### config.mk
export PLATFORM = sky130hd
export DESIGN_NAME = threshold_table_loader
export DESIGN_NICKNAME = d
export VERILOG_FILES = /design/src/rtl/threshold_table_loader_pkg.sv /design/src/rtl/threshold_table_loader_step_gen.sv /design/src/rtl/threshold_table_loader.sv
export SDC_FILE = /design/constraint.sdc
export NUM_CORES = 1
export LEC_CHECK = 0
export ABC_CLOCK_PERIOD_IN_PS = 7010
export CORE_UTILIZATION = 35
export DETAILED_ROUTE_END_ITERATION = 12
export MAX_ROUTING_LAYER = met4
export SYNTH_ARGS = -nofsm -noshare
export SYNTH_HDL_FRONTEND = slang
export SYNTH_HIERARCHICAL = 1
export SYNTH_SLANG_ARGS = --single-unit
### constraint.sdc
create_clock -name clk -period 7.01 [get_ports clk]
set_input_delay 1.402 -clock clk [delete_from_list [all_inputs] [get_ports clk]]
set_output_delay 1.402 -clock clk [all_outputs]
set_load 0.005 [all_outputs]
### src/rtl/threshold_table_loader_pkg.sv
// threshold_table_loader_pkg: FSM encoding and derived table geometry shared with the comparator
package threshold_table_loader_pkg;
  typedef enum logic [2:0] {ST_IDLE, ST_INIT, ST_WRITE, ST_VERIFY, ST_DONE} state_t;
  function automatic int cnt_width(input int vw);
    return $clog2(vw);
  endfunction
  function automatic int depth(input int vw);
    return 2 * vw + 1;
  endfunction
  function automatic int addr_width(input int vw);
    return $clog2(2 * vw + 1);
  endfunction
endpackage

### src/rtl/threshold_table_loader_step_gen.sv
// threshold_step_gen: steps q = ceil(num*s/sum) one s at a time using a running remainder
module threshold_step_gen #(
  parameter int THRESH_WIDTH = 8,
  parameter int DATA_WIDTH = 7,
  parameter int ADDR_WIDTH = 7
) (
  input  logic                    clk,
  input  logic                    rstn,
  input  logic                    restart,
  input  logic                    advance,
  input  logic [THRESH_WIDTH-1:0] num,
  input  logic [THRESH_WIDTH:0]   sum,
  output logic [DATA_WIDTH-1:0]   q,
  output logic [ADDR_WIDTH-1:0]   s
);
  logic signed [THRESH_WIDTH+1:0] r, r_sub;
  // r = q*sum - num*s stays in [0, sum), so a single conditional add replaces division
  assign r_sub = r - $signed({2'b00, num});
  always_ff @(posedge clk) begin
    if (!rstn || restart) begin
      q <= '0;
      r <= '0;
      s <= '0;
    end else if (advance) begin
      q <= r_sub[THRESH_WIDTH+1] ? q + 1'b1 : q;
      r <= r_sub[THRESH_WIDTH+1] ? r_sub + $signed({1'b0, sum}) : r_sub;
      s <= s + 1'b1;
    end
  end
endmodule

### src/rtl/threshold_table_loader.sv
// threshold_table_loader: fills the Tanimoto threshold table, one entry per union popcount.
// Define THRESH_READBACK_EN to add a read-back verify pass after the write pass.
module threshold_table_loader
  import threshold_table_loader_pkg::*;
#(
  parameter int VECTOR_WIDTH = 35,
  parameter int THRESH_WIDTH = 8,
  parameter int CNT_WIDTH = cnt_width(VECTOR_WIDTH),
  parameter int DATA_WIDTH = CNT_WIDTH + 1,
  parameter int DEPTH = depth(VECTOR_WIDTH),
  parameter int ADDR_WIDTH = addr_width(VECTOR_WIDTH)
) (
  input  logic                    clk,
  input  logic                    rstn,
  input  logic                    i_Start,
  input  logic [THRESH_WIDTH-1:0] i_ThreshNum,
  input  logic [THRESH_WIDTH-1:0] i_ThreshDen,
  output logic [ADDR_WIDTH-1:0]   o_BRAM_Addr,
  output logic [DATA_WIDTH-1:0]   o_BRAM_Din,
  output logic                    o_BRAM_WrEn,
  output logic                    o_BRAM_En,
  input  logic [DATA_WIDTH-1:0]   i_BRAM_Dout,
  output logic                    o_Busy,
  output logic                    o_Done,
  output logic                    o_Error
);
  localparam logic [ADDR_WIDTH-1:0] LAST = ADDR_WIDTH'(DEPTH - 1);
  state_t state, next;
  logic [THRESH_WIDTH-1:0] num, den;
  logic [THRESH_WIDTH:0] sum;
  logic err, bad, start_ok, last_wr, wr, rd, restart, advance;
  logic [DATA_WIDTH-1:0] q;
  logic [ADDR_WIDTH-1:0] s;
  assign bad = (i_ThreshNum > i_ThreshDen) || (i_ThreshNum == '0 && i_ThreshDen == '0);
  assign start_ok = state == ST_IDLE && i_Start;
  assign wr = state == ST_WRITE;
  assign last_wr = wr && s == LAST;
`ifdef THRESH_READBACK_EN
  localparam logic [ADDR_WIDTH-1:0] ENDV = ADDR_WIDTH'(DEPTH);
  logic [DATA_WIDTH-1:0] exp_q;
  assign rd = state == ST_VERIFY && s < ENDV;
  assign restart = state == ST_INIT || last_wr;
  assign advance = wr || rd;
  // read data lags the address by one cycle, so compare against last cycle's q
  always_ff @(posedge clk) exp_q <= !rstn ? '0 : q;
`else
  logic unused_dout;
  assign unused_dout = ^i_BRAM_Dout;
  assign rd = 1'b0;
  assign restart = state == ST_INIT;
  assign advance = wr;
`endif
  threshold_step_gen #(
    .THRESH_WIDTH(THRESH_WIDTH),
    .DATA_WIDTH(DATA_WIDTH),
    .ADDR_WIDTH(ADDR_WIDTH)
  ) u_step (
    .clk(clk),
    .rstn(rstn),
    .restart(restart),
    .advance(advance),
    .num(num),
    .sum(sum),
    .q(q),
    .s(s)
  );
  always_comb begin
    next = state;
    case (state)
      ST_IDLE: next = i_Start ? (bad ? ST_DONE : ST_INIT) : ST_IDLE;
      ST_INIT: next = ST_WRITE;
`ifdef THRESH_READBACK_EN
      ST_WRITE: next = last_wr ? ST_VERIFY : ST_WRITE;
      ST_VERIFY: next = (s == ENDV) ? ST_DONE : ST_VERIFY;
`else
      ST_WRITE: next = last_wr ? ST_DONE : ST_WRITE;
`endif
      default: next = ST_IDLE;
    endcase
  end
  always_ff @(posedge clk) begin
    if (!rstn) begin
      state <= ST_IDLE;
      num <= '0;
      den <= '0;
      sum <= '0;
      err <= 1'b0;
    end else begin
      state <= next;
      if (start_ok) begin
        num <= i_ThreshNum;
        den <= i_ThreshDen;
        err <= bad;
      end
      if (state == ST_INIT) sum <= {1'b0, num} + {1'b0, den};
`ifdef THRESH_READBACK_EN
      if (state == ST_VERIFY && s != '0 && i_BRAM_Dout != exp_q) err <= 1'b1;
`endif
    end
  end
  assign o_BRAM_En = wr || rd;
  assign o_BRAM_WrEn = wr;
  assign o_BRAM_Addr = (wr || rd) ? s : '0;
  assign o_BRAM_Din = wr ? q : '0;
  assign o_Busy = state != ST_IDLE;
  assign o_Done = state == ST_DONE;
  assign o_Error = err;
endmodule

# After elaboration in Yosys (flattened, before gate mapping)
# Index checks and enable logic that the tools add are counted.
[word_totals]
ff_bits = 53
input_bits = 26
output_inout_bits = 19
word_cells = 36
[classes]
n_addsub = 5
n_lt_le_gt_ge = 1
n_eq_ne = 4
muxes = 7
reduce_logical = 11
[ops]
columns = ["cell", "n"]
rows = [
  ["8-bit logical NOT", 2],
  ["7-bit by 1-bit adder with 7-bit output, second input constant", 2],
  ["7-bit 2-to-1 mux", 2],
  ["10-bit adder", 1],
  ["10-bit 2-to-1 mux", 1],
  ["10-bit by 9-bit subtractor with 10-bit output", 1],
  ["8-bit by 8-bit adder with 9-bit output", 1],
  ["3-bit 2-to-1 mux", 3],
  ["3-bit one-hot mux with 3 select lines", 1],
  ["8-bit greater-than comparator", 1],
  ["7-bit equality test, second input constant", 1],
  ["3-bit by 1-bit equality test with 1-bit output, second input constant", 1],
  ["3-bit by 2-bit equality test with 1-bit output, second input constant", 1],
  ["3-bit equality test, second input constant", 1],
  ["1-bit logical AND", 3],
  ["3-bit logical NOT", 1],
  ["3-bit nonzero test", 1],
  ["1-bit logical OR", 2],
  ["2-bit AND reduction", 1],
  ["1-bit logical NOT", 1],
]

# Depth between registers and ports, before layout
[logic_depth]
ltp_word = 6
ltp_mapped = 15
ltp_nobuf = 15

# Hierarchy
# Netlist, hierarchy kept.
[by_module_without_submodules]
columns = ["module", "n_inst", "cells_each", "area_per_inst_um2", "seq_area_each_um2"]
rows = [
  ["threshold_step_gen", 1, 209, 1830.5, 480.5],
  ["threshold_table_loader", 1, 224, 1800.5, 580.6],
]

# Least setup slack after synthesis
# Ideal clock, no wire load.
[synth_path]
path_kind = "flip-flop to flip-flop"
startpoint = "reg num[0]"
endpoint = "reg u_step.r[8]"
setup_ns = 0.074
t_arrival_ns = 2.761
required_time_ns = 6.936
path_slack_ns = 4.175
path_stages_with_launch = 15
n_path_buf = 0
period_less_slack_ns = 2.835
cell_sequence = "dfxtp_1 > ha_1 > inv_1 > fa_1 > a211oi_1 > o21bai_1 > a21oi_1 > xnor2_1 > ha_1 > or3_1 > o21bai_1 > a31oi_1 > xnor2_1 > mux2i_1 > o21ai_0"
[synth_between]
elab_chain_cells = 3
[synth_rtl]
columns = ["item", "line_no", "text"]
rows = [
  ["from (decl)", "threshold_table_loader.sv:29", "logic [THRESH_WIDTH-1:0] num, den;"],
  ["from (signal assigned)", "threshold_table_loader.sv:91", "num <= i_ThreshNum;"],
  ["10-bit by 9-bit subtractor with 10-bit output *", "threshold_table_loader_step_gen.sv:18", "assign r_sub = r - $signed({2'b00, num});"],
  ["10-bit adder", "threshold_table_loader_step_gen.sv:26", "r <= r_sub[THRESH_WIDTH+1] ? r_sub + $signed({1'b0, sum}) : r_sub;"],
  ["10-bit 2-to-1 mux *", "threshold_table_loader_step_gen.sv:26", ""],
  ["to (signal assigned)", "threshold_table_loader_step_gen.sv:26", ""],
  ["to (decl)", "threshold_table_loader_step_gen.sv:16", "logic signed [THRESH_WIDTH+1:0] r, r_sub;"],
]
# Every way passes the cells marked *; elsewhere a longest branch is shown, timed or not.
# A chain may end at the register's enable or synchronous reset.

# Final worst setup path
[layout_path]
startpoint = "reg state[1]"
endpoint = "out o_BRAM_Din[6]"
[layout_between]
elab_chain_cells = 2
[layout_rtl]
columns = ["item", "line_no", "text"]
rows = [
  ["from (decl)", "threshold_table_loader.sv:28", "state_t state, next;"],
  ["from (signal assigned)", "threshold_table_loader.sv:89", "state <= next;"],
  ["3-bit by 2-bit equality test with 1-bit output", "threshold_table_loader.sv:36", "assign wr = state == ST_WRITE;"],
  ["7-bit 2-to-1 mux", "threshold_table_loader.sv:104", "assign o_BRAM_Din = wr ? q : '0;"],
  ["to (decl)", "threshold_table_loader.sv:19", "output logic [DATA_WIDTH-1:0] o_BRAM_Din,"],
]
# No other way between the ends.

==> summary.md <==
Finish
* **number of standard cells in the final layout excluding fillers** 598
* **area grow syn2layout** 16.7%
* **Filler Cell Count** 1013
* **diode insertion count for antenna repair** 0
* **fraction of layout cells with a size suffix above 1** 4.52%
* **nets@finish** 529

Synthesis
* **most common cell in the synthesized netlist** nand2_1
* **Netlist cell types** 59
* **top cells by area in the synthesized netlist** dfxtp_1, ha_1, nand2_1
* **fraction of post-synthesis cell area in the top cell type by area** 29.2%
* **Synth async-reset ratio** 0%
* **EDFF count, synth** 0
* **combined area of all synthesized cells** 3630 um2
* **Mean Syn Cell Area** 8.39 um2
* **cell count after synthesis** 433
* **Yosys Warn Count** 6
* **cell type with the highest aggregate area in the netlist** dfxtp_1
* **Post-Syn Nets** 498
* **most numerous cell types in the synthesized netlist** nand2_1, dfxtp_1, ha_1
* **commonest register cell after synthesis** dfxtp_1
* **Seq/Total Area, Yosys** 29.2%
* **register bit total from synthesis** 53

Critical path
* **critical path buffer and inverter count** 2
* **critical path class** flop to primary output
* **Critical Path AT** 2.04 ns
* **kind of end point of the critical path** primary output
* **slowest library cell on the worst path** clkdlybuf4s50_1
* **endpoint required time on the critical path** 5.61 ns
* **cells traversed along the worst timing path** nor3b_4 > buf_4 > and2_1 > clkdlybuf4s50_1
* **worst stage delay on the critical path** 0.50 ns
* **maximum fanout along the worst path** 45
* **gate family responsible for the most delay along the worst path** buffers and inverters
* **startpoint type of the worst setup path** flop

Clock tree
* **clock transition at the register clock pins on the worst setup and hold paths after CTS** 0.10 ns
* **buffer type at the clock tree root** clkbuf_8
* **total CTS buffers** 5
* **number of H-tree branching levels** 2
* **total of hold buffers inserted after clock tree synthesis** 0
* **Clock Path Buffers** 2
* **CTS sink count** 53
* **Resize count post-CTS** 0
* **CTS tree** built
* **clock latency on the worst-skew pair** 0.31 ns
* **number of buffers inserted by post-CTS setup repair** 0

STA
* **total negative slack** 0 ns
* **hold violation count in the final report** 0
* **Clock Skews** 0.0100 ns
* **Max-Slew Margin vs Limit** 48.9%
* **minimum clock period** 3.44 ns
* **setup repair after global routing missed its margin** no
* **final worst path period share** 49.1%
* **transition time at the pin with the least slew margin** 0.765 ns
* **pins over their slew limit** 0
* **Final Setup Violations** 0
* **maximum clock frequency** 0.291 GHz

Floorplan
* **die width** 104 um
* **Top-Level Pins** 45
* **total core area** 9910 um2
* **DIE HEIGHT** 104 um
* **die footprint** 10800 um2
* **initial standard-cell utilization of the core** 36.6%
* **cell row count** 36

Global routing
* **gr ovfl total** 0
* **GRT Overall Usage** 15.6%
* **initial antenna violation count** 0
* **maximum number of pins on one net before global-route repair** 46
* **number of global-route vias before repair** 2960
* **wire length of the first global-routing pass** 13700 um

Drt
* **DRT iter0 DRCs** 114
* **via/cell ratio** 5.14
* **total routed wirelength** 7900 um
* **Antenna Nets Post-Route** 0
* **drt first pass iters** 4
* **routed length per instance** 13.2 um
* **detailed-route DRC error count** 0
* **detailed-route via count** 3076

Job
* **# Max-Cap Violations** 0

Placed design
* **total instance count after detailed placement** 590
* **DP Wirelength** 6150 um
* **Port-buffer cells** 37
* **global placement routability congestion** 0.783

Power
* **worst ir drop on vdd** 0.0000886 V
* **total power density per cell area** 209 nW/um2
* **P_leak** 1.71 nW

Worst hold path
* **HP Class** flop to flop

Status
* **result of the run** finished, final reports clean

state kept, by name, summed over array words and instances, names as in the netlist:
name	count
u_step/r	10
sum	9
den	8
num	8
u_step/q	7
u_step/s	7
state	3
o_Error	1
worst paths after layout:
| kind | cells after the start | slack [ns] | from | to |
|---|---|---|---|---|
| max | 4 | 3.57 | state[1] | o_BRAM_Din[6] |
| min | 2 | 0.47 | den[0] | den[0] |
| max reg2reg | 14 | 3.74 | num[0] | u_step/r[8] |
| min reg2reg | 2 | 0.47 | den[0] | den[0] |
placed cells by master, fill, tap and decap left out, types with 6 or more instances in the layout:
cell type | Yosys | final
o211ai_1 | 8 | 8
inv_1 | 26 | 26
clkdlybuf4s50_1 | 0 | 37
mux2i_1 | 11 | 11
xnor2_1 | 12 | 12
nand2_1 | 56 | 56
dfxtp_1 | 53 | 53
nand2b_1 | 11 | 11
nand3_1 | 7 | 7
a211oi_1 | 6 | 6
and2_1 | 15 | 15
clkbuf_8 | 0 | 6
nor2_1 | 16 | 16
o21ai_0 | 26 | 26
xor2_1 | 10 | 10
a21boi_0 | 14 | 14
a21oi_1 | 31 | 31
ha_1 | 36 | 36
final cells by class:
type                            instances  area, um2  area share (%)
Clock buffer                            6       82.6            1.95
Clock inverter                          2       37.5           0.885
Inverter                               26       97.6            2.30
Multi-Input combinational cell        339       2410            56.8
Sequential cell                        53       1060            25.0
Tap cell                              133        166            3.93
Timing Repair Buffer                   39        385            9.09
kinds of logic (layout without fill, tap and decap cells):
kind of cell / count (synthesis) / after routing / share of synthesized area, %
adders and majority gates: 39 / 39 / 14.1
buffers and inverters: 41 / 73 / 4.62
xor gates and xnor gates: 22 / 22 / 5.31
AOI/OAI and AO/OA: 119 / 119 / 22.0
muxes: 11 / 11 / 3.03
DFF: 53 / 53 / 29.2
and+or+nand+nor: 148 / 148 / 21.8
where the power goes:
part | switching, mW | internal [mW] | total [mW]
Clock | 0.101 | 0.116 | 0.217
Combinational | 0.187 | 0.149 | 0.336
Sequential | 0.0154 | 0.318 | 0.334
Total | 0.303 | 0.583 | 0.887
per-stage QoR:
step	util, %	cell area [um2]	hold WS, ns	total power [mW]	setup slack (ns)
floorplan	-	3630	0.439	0.600	4.17
detailed placement	41.6	4120	0.458	0.675	3.59
global route	42.8	4240	0.489	0.954	3.44
CTS	42.8	4240	0.471	0.896	3.56
finish	42.8	4240	0.467	0.887	3.57
global placement	41.6	4120	0.453	0.665	3.64
worst reg2reg max path, delay by kind of cell, from the launching register on:
| family | cells | cell delay [ns] |
|---|---|---|
| buffers and inverters | 1 | 0.05 |
| AOI/OAI and AO/OA | 6 | 1.19 |
| and+or+nand+nor | 1 | 0.35 |
| xor gates and xnor gates | 2 | 0.27 |
| DFF | 1 | 0.41 |
| adders and majority gates | 3 | 0.86 |
| muxes | 1 | 0.08 |
per-layer routing:
metal	global-route usage, %	part of all wire, %
met5	-	0
met4	4.08	0.53
met3	2.07	2.0
met2	25.9	48
met1	20.0	49
Power figures use the tool's default switching activity.
